[config.mk]
export PLATFORM = sky130hd
export DESIGN_NAME = serial_paralelo_rx_flat
export DESIGN_NICKNAME = d
export VERILOG_FILES = /design/src/rtl/serial_paralelo_rx_if.sv /design/src/rtl/serial_paralelo_rx.sv /design/src/flat_wrapper.sv
export SDC_FILE = /design/constraint.sdc
export NUM_CORES = 1
export LEC_CHECK = 0
export CAP_MARGIN = 20
export CORE_MARGIN = 2
export CORE_UTILIZATION = 48
export CTS_CLUSTER_DIAMETER = 150
export DETAILED_ROUTE_END_ITERATION = 8
export HOLD_SLACK_MARGIN = 0.1
export PLACE_DENSITY = 0.81
export SLEW_MARGIN = 20
export SYNTH_ARGS = -nofsm -noshare
export SYNTH_HDL_FRONTEND = slang
export SYNTH_SLANG_ARGS = --single-unit
[constraint.sdc]
create_clock -name clk_32f -period 1.49 [get_ports clk_32f]
set_input_delay 0.2235 -clock clk_32f [delete_from_list [all_inputs] [get_ports clk_32f]]
set_output_delay 0.2235 -clock clk_32f [all_outputs]
set_load 0.02 [all_outputs]
[src/rtl/serial_paralelo_rx_if.sv]
// Bus interface for serial_paralelo_rx.
//   data_in      serial bit stream, MSB of each byte first (master -> slave)
//   data_out     last received byte (slave -> master)
//   valid_out    data_out holds a non-comma byte
//   active       receiver is locked
//   misalign_err single-cycle pulse on a misaligned comma (only with SP_RX_REALIGN_EN)
// Macro: SP_RX_REALIGN_EN adds the misalign_err signal.
interface serial_paralelo_rx_if;
  logic       data_in;
  logic [7:0] data_out;
  logic       valid_out;
  logic       active;
`ifdef SP_RX_REALIGN_EN
  logic       misalign_err;
`endif

  modport master (
    output data_in,
    input  data_out,
    input  valid_out,
    input  active
`ifdef SP_RX_REALIGN_EN
    , input misalign_err
`endif
  );

  modport slave (
    input  data_in,
    output data_out,
    output valid_out,
    output active
`ifdef SP_RX_REALIGN_EN
    , output misalign_err
`endif
  );
endinterface

[src/rtl/serial_paralelo_rx.sv]
// Serial-to-parallel receiver, far end of the PHY serial link.
// Samples one bit per clk_32f edge (MSB first), byte-aligns on the idle
// comma, and after BC_COUNT consecutive aligned commas presents each byte
// on data_out, with valid_out low for commas.
// Ports:
//   clk_32f  serial bit clock, rising edge
//   reset    synchronous, active-high
//   bus      serial_paralelo_rx_if.slave (data_in, data_out, valid_out,
//            active, misalign_err when enabled)
// Macro: SP_RX_REALIGN_EN -- drop lock on a comma seen off the byte boundary
//   and pulse misalign_err; otherwise lock is left only by reset.
module serial_paralelo_rx #(
  parameter logic [7:0]  COMMA    = 8'hBC,
  parameter int unsigned BC_COUNT = 4
) (
  input  logic clk_32f,
  input  logic reset,
  serial_paralelo_rx_if.slave bus
);

  typedef enum logic [1:0] {INIT, ALIGN, ACTIVE} state_t;

  localparam logic [3:0] BC_TGT = 4'(BC_COUNT);

  state_t     state, state_n;
  logic [7:0] sr;
  logic [2:0] bit_cnt, bit_cnt_n;
  logic [3:0] bc_cnt, bc_cnt_n;
  logic [7:0] data_q, data_n;
  logic       valid_q, valid_n;
  logic       active_q, active_n;
  logic [7:0] byte_now;
  logic       boundary;
  logic       is_comma;
`ifdef SP_RX_REALIGN_EN
  logic       mis_q, mis_n;
`endif

  // Byte completed by the bit sampled at this edge.
  assign byte_now = {sr[6:0], bus.data_in};
  assign boundary = (bit_cnt == 3'd7);
  assign is_comma = (byte_now == COMMA);

  always_ff @(posedge clk_32f) begin
    if (reset) begin
      state    <= INIT;
      sr       <= '0;
      bit_cnt  <= '0;
      bc_cnt   <= '0;
      data_q   <= '0;
      valid_q  <= 1'b0;
      active_q <= 1'b0;
`ifdef SP_RX_REALIGN_EN
      mis_q    <= 1'b0;
`endif
    end else begin
      state    <= state_n;
      sr       <= byte_now;
      bit_cnt  <= bit_cnt_n;
      bc_cnt   <= bc_cnt_n;
      data_q   <= data_n;
      valid_q  <= valid_n;
      active_q <= active_n;
`ifdef SP_RX_REALIGN_EN
      mis_q    <= mis_n;
`endif
    end
  end

  always_comb begin
    state_n   = state;
    bit_cnt_n = bit_cnt + 3'd1;
    bc_cnt_n  = bc_cnt;
    data_n    = data_q;
    valid_n   = valid_q;
    active_n  = active_q;
`ifdef SP_RX_REALIGN_EN
    mis_n     = 1'b0;
`endif
    case (state)
      INIT: begin
        // Bit position unknown: look for the comma at every edge.
        valid_n   = 1'b0;
        active_n  = 1'b0;
        bit_cnt_n = bit_cnt;
        if (is_comma) begin
          bit_cnt_n = '0;
          bc_cnt_n  = 4'd1;
          if (BC_TGT == 4'd1) begin
            state_n  = ACTIVE;
            active_n = 1'b1;
          end else begin
            state_n = ALIGN;
          end
        end
      end
      ALIGN: begin
        if (boundary) begin
          if (is_comma) begin
            bc_cnt_n = bc_cnt + 4'd1;
            if (bc_cnt + 4'd1 == BC_TGT) begin
              state_n  = ACTIVE;
              active_n = 1'b1;
            end
          end else begin
            state_n  = INIT;
            bc_cnt_n = '0;
          end
        end
      end
      ACTIVE: begin
        active_n = 1'b1;
        if (boundary) begin
          data_n  = byte_now;
          valid_n = !is_comma;
        end
`ifdef SP_RX_REALIGN_EN
        else if (is_comma) begin
          state_n  = INIT;
          active_n = 1'b0;
          valid_n  = 1'b0;
          bc_cnt_n = '0;
          mis_n    = 1'b1;
        end
`endif
      end
      default: state_n = INIT;
    endcase
  end

  assign bus.data_out  = data_q;
  assign bus.valid_out = valid_q;
  assign bus.active    = active_q;
`ifdef SP_RX_REALIGN_EN
  assign bus.misalign_err = mis_q;
`endif

endmodule

[src/flat_wrapper.sv]
// flat-port wrapper written by rule: the top's interface ports become plain ports
module serial_paralelo_rx_flat 
#(
  parameter logic [7:0]  COMMA    = 8'hBC,
  parameter int unsigned BC_COUNT = 4
)
  (clk_32f, reset, bus_data_in, bus_data_out, bus_valid_out, bus_active);
  serial_paralelo_rx_if bus_i ();
  input  logic clk_32f;
  input  logic reset;
  input wire logic [$bits(bus_i.data_in)-1:0] bus_data_in;
  output wire logic [$bits(bus_i.data_out)-1:0] bus_data_out;
  output wire logic [$bits(bus_i.valid_out)-1:0] bus_valid_out;
  output wire logic [$bits(bus_i.active)-1:0] bus_active;
  assign bus_i.data_in = bus_data_in;
  assign bus_data_out = bus_i.data_out;
  assign bus_valid_out = bus_i.valid_out;
  assign bus_active = bus_i.active;
  serial_paralelo_rx #(.COMMA(COMMA), .BC_COUNT(BC_COUNT)) u_core (.clk_32f(clk_32f), .reset(reset), .bus(bus_i));
endmodule
==> out/metrics.cfg <==
[run_status]
outcome = complete, no violations

[setup_path]
cp_data_required_time_ns = 1.73
slowest_stage = dfxtp_2
crit_arrival_ns = 1.70
crit_chain = inv_1, ha_1, buf_4, nand3_2, or3_1, a31oi_1
critical_path_class = reg -> reg
end_kind = register
critPathMaxFanout = 7
critPathMaxStageDelay_ns = 0.37
start_kind = register

[timing]
worst_slack_ns = 0.02991
rsz0062_at_grt = yes
setup_viol = 0
relSlewSlack_pct = 81.08
period_minus_slack_ns = 1.460
fmax_mhz = 684.9
hold_viol_final = 0
tightest_slew_ns = 0.2830
drv_slew = 0
period_share_pct = 97.99
finClkSkew_ns = 0.01107

[clocking]
cts-root-buf = clkbuf_4
clk_latency_ns = 0.32
cts_tree = done
path_clk_slew_ns = 0.14
cts.sinks = 26
cts_buffer_depth = 2
cts_buffers = 3
cts_hold_buf = 0
htree_levels = 1

[power_and_ir_drop]
power_per_cell_area_nw_per_um2 = 712.4
vdd_drop_max_v = 0.0006106
leakage_nw = 0.6032
total_power_mw = 1.032

[routing]
routedWlPerCell_um = 13.85
drc = 0
drt_iter0_markers = 16
drtAntennaViolNets = 0
routed_wl_um = 2507
dr.pass1.iters = 5
vias = 1021
via_per_inst = 5.641

[final_layout]
drive_above_1_share_pct = 20.92
fin_cells = 181
layout_commonest_cell = dfxtp_1
layout_common_cells = 22 x dfxtp_1, 14 x buf_4, 13 x nand3_1, 13 x nand2_1
antenna_cells = 0
stdcell_area_um2 = 1449
final_core_util_pct = 64.26
fin_nets = 165
syn_to_final_growth_pct = 25.05

[grt]
grt_busiest_layer = met2
grt_use_met3_pct = 3.955
gr-total-overflow = 0
grt_first_pass_wirelength_um = 4181
grt_pass1_vias = 1005
gr-usage-met1_pct = 23.33
grt_max_degree = 21
antenna_found_initial = 0
track_usage_pct = 20.30
grt_util_met2_pct = 35.83

[die]
num_rows = 17
die_x_um = 53.13
die_y_um = 53.13
io_pins = 13
core_um2 = 2255
die-area_um2 = 2823
initial_core_util_pct = 51.39

[synthesis]
yosysSeqAreaShare_pct = 44.92
yosysWarnings = 0
synth_cell_type_count = 32
synthCells = 131
postSynthAreaPerCell_um2 = 8.844
netlist_area_um2 = 1159
syn_nets = 141
synth_top_area_share_pct = 44.92
synth_top_cell_by_area = dfxtp_1
synth_area_leaders = dfxtp_1 45%, ha_1 7.6%, nor2b_1 6.5%, nand3_1 5.6%, a21oi_1 4.8%
ys_ff_latch = 26

[placed_design]
gp_congestion = 0.8586
portBuffers = 12
placedCellCount = 177
place_ws_ns = -0.2422
dpl_cell_area_um2 = 1384
hpwlAfterDp_um = 1760

[run]
maxCapViolations = 0

[hold_path]
min_path_type = reg -> reg

final timing paths:
path | end | slack [ns] | cells past startpoint | from
setup / recovery | u_core.state[0] | 0.03 | 6 | u_core.state[1]
hold / removal | u_core.bus.data_out[6] | 0.46 | 2 | u_core.bus.data_out[6]
setup reg to reg | u_core.state[0] | 0.03 | 6 | u_core.state[1]
hold reg to reg | u_core.bus.data_out[6] | 0.46 | 2 | u_core.bus.data_out[6]
cell usage after synthesis:
library cell  count
o211ai_1          2
nand3_1          13
a31oi_1           3
nand4_1           1
buf_1             1
buf_2             1
inv_1             4
nand2_1          14
a41oi_1           1
a21bo_1           1
a21oi_1          11
a211oi_2          1
a211oi_1          1
mux2i_1           1
o2111ai_1         2
nor2_1            6
o21ai_1           3
o31ai_1           1
nor2b_1          12
nand3_2           1
and4b_2           1
clkbuf_1          5
nor3b_1           1
ha_1              7
a311oi_1          1
and3b_1           1
or3_1             2
dfxtp_1          26
nand2_2           1
and2_1            2
nand2b_1          3
and4bb_2          1
per-stage QoR:
step	hold slack (ns)	setup TNS, ns
floorplan	0.3517	0
global placement	0.4420	-1.089
detailed placement	0.4539	-1.501
CTS	0.4691	0
global route	0.4818	-0.04343
finish	0.4635	0
where the power goes:
| group | internal (mW) | leakage, nW | switching (mW) |
|---|---|---|---|
| Sequential | 0.702 | 0.212 | 0.00459 |
| Combinational | 0.0168 | 0.377 | 0.0189 |
| Clock | 0.0945 | 0.0138 | 0.195 |
| Total | 0.813 | 0.603 | 0.219 |
layout make-up:
| class | instances | area [um2] |
|---|---|---|
| Fill cell | 200 | 805.8 |
| Multi-Input combinational cell | 94 | 638.1 |
| Sequential cell | 26 | 525.5 |
| Timing Repair Buffer | 26 | 212.7 |
| Tap cell | 28 | 35.03 |
| Clock buffer | 3 | 22.52 |
| Inverter | 4 | 15.01 |
sequential cells by signal, summed over array words and instances, names as in the netlist:
register	count
u_core.bc_cnt	4
u_core.bit_cnt	3
u_core.bus.active	1
u_core.bus.data_out	8
u_core.bus.valid_out	1
u_core.sr	7
u_core.state	2
per-layer routing:
layer,routed length (um),share of wire [%]
met1,1080,43
met2,1320,53
met3,98,3.9
met4,8,0.32
met5,0,0
cells by family after synthesis:
| kind of cell | Yosys count | synth area share (%) |
|---|---|---|
| buf+inv | 11 | 3.671 |
| simple gates | 59 | 27.75 |
| fa+ha+maj | 7 | 7.559 |
| mux | 1 | 0.8640 |
| compound gates | 27 | 15.23 |
| flops | 26 | 44.92 |
worst max-delay path, delay by kind of cell (launching register included):
| kind | cells | cell delay, ns |
|---|---|---|
| AND/OR/NAND/NOR | 2 | 0.44 |
| AO/OA/AOI/OAI | 1 | 0.17 |
| flip-flops | 1 | 0.37 |
| buffers and inverters | 2 | 0.24 |
| adder cells (fa/ha/maj) | 1 | 0.17 |
what timing repair did:
action                                  4_1_cts  5_1_grt
resized for setup                            14        9
cloned                                        0        0
endpoints found under the setup margin       23       12
setup buffers                                 0        1
pin swaps                                     0        1
Power figures use the tool's default switching activity.
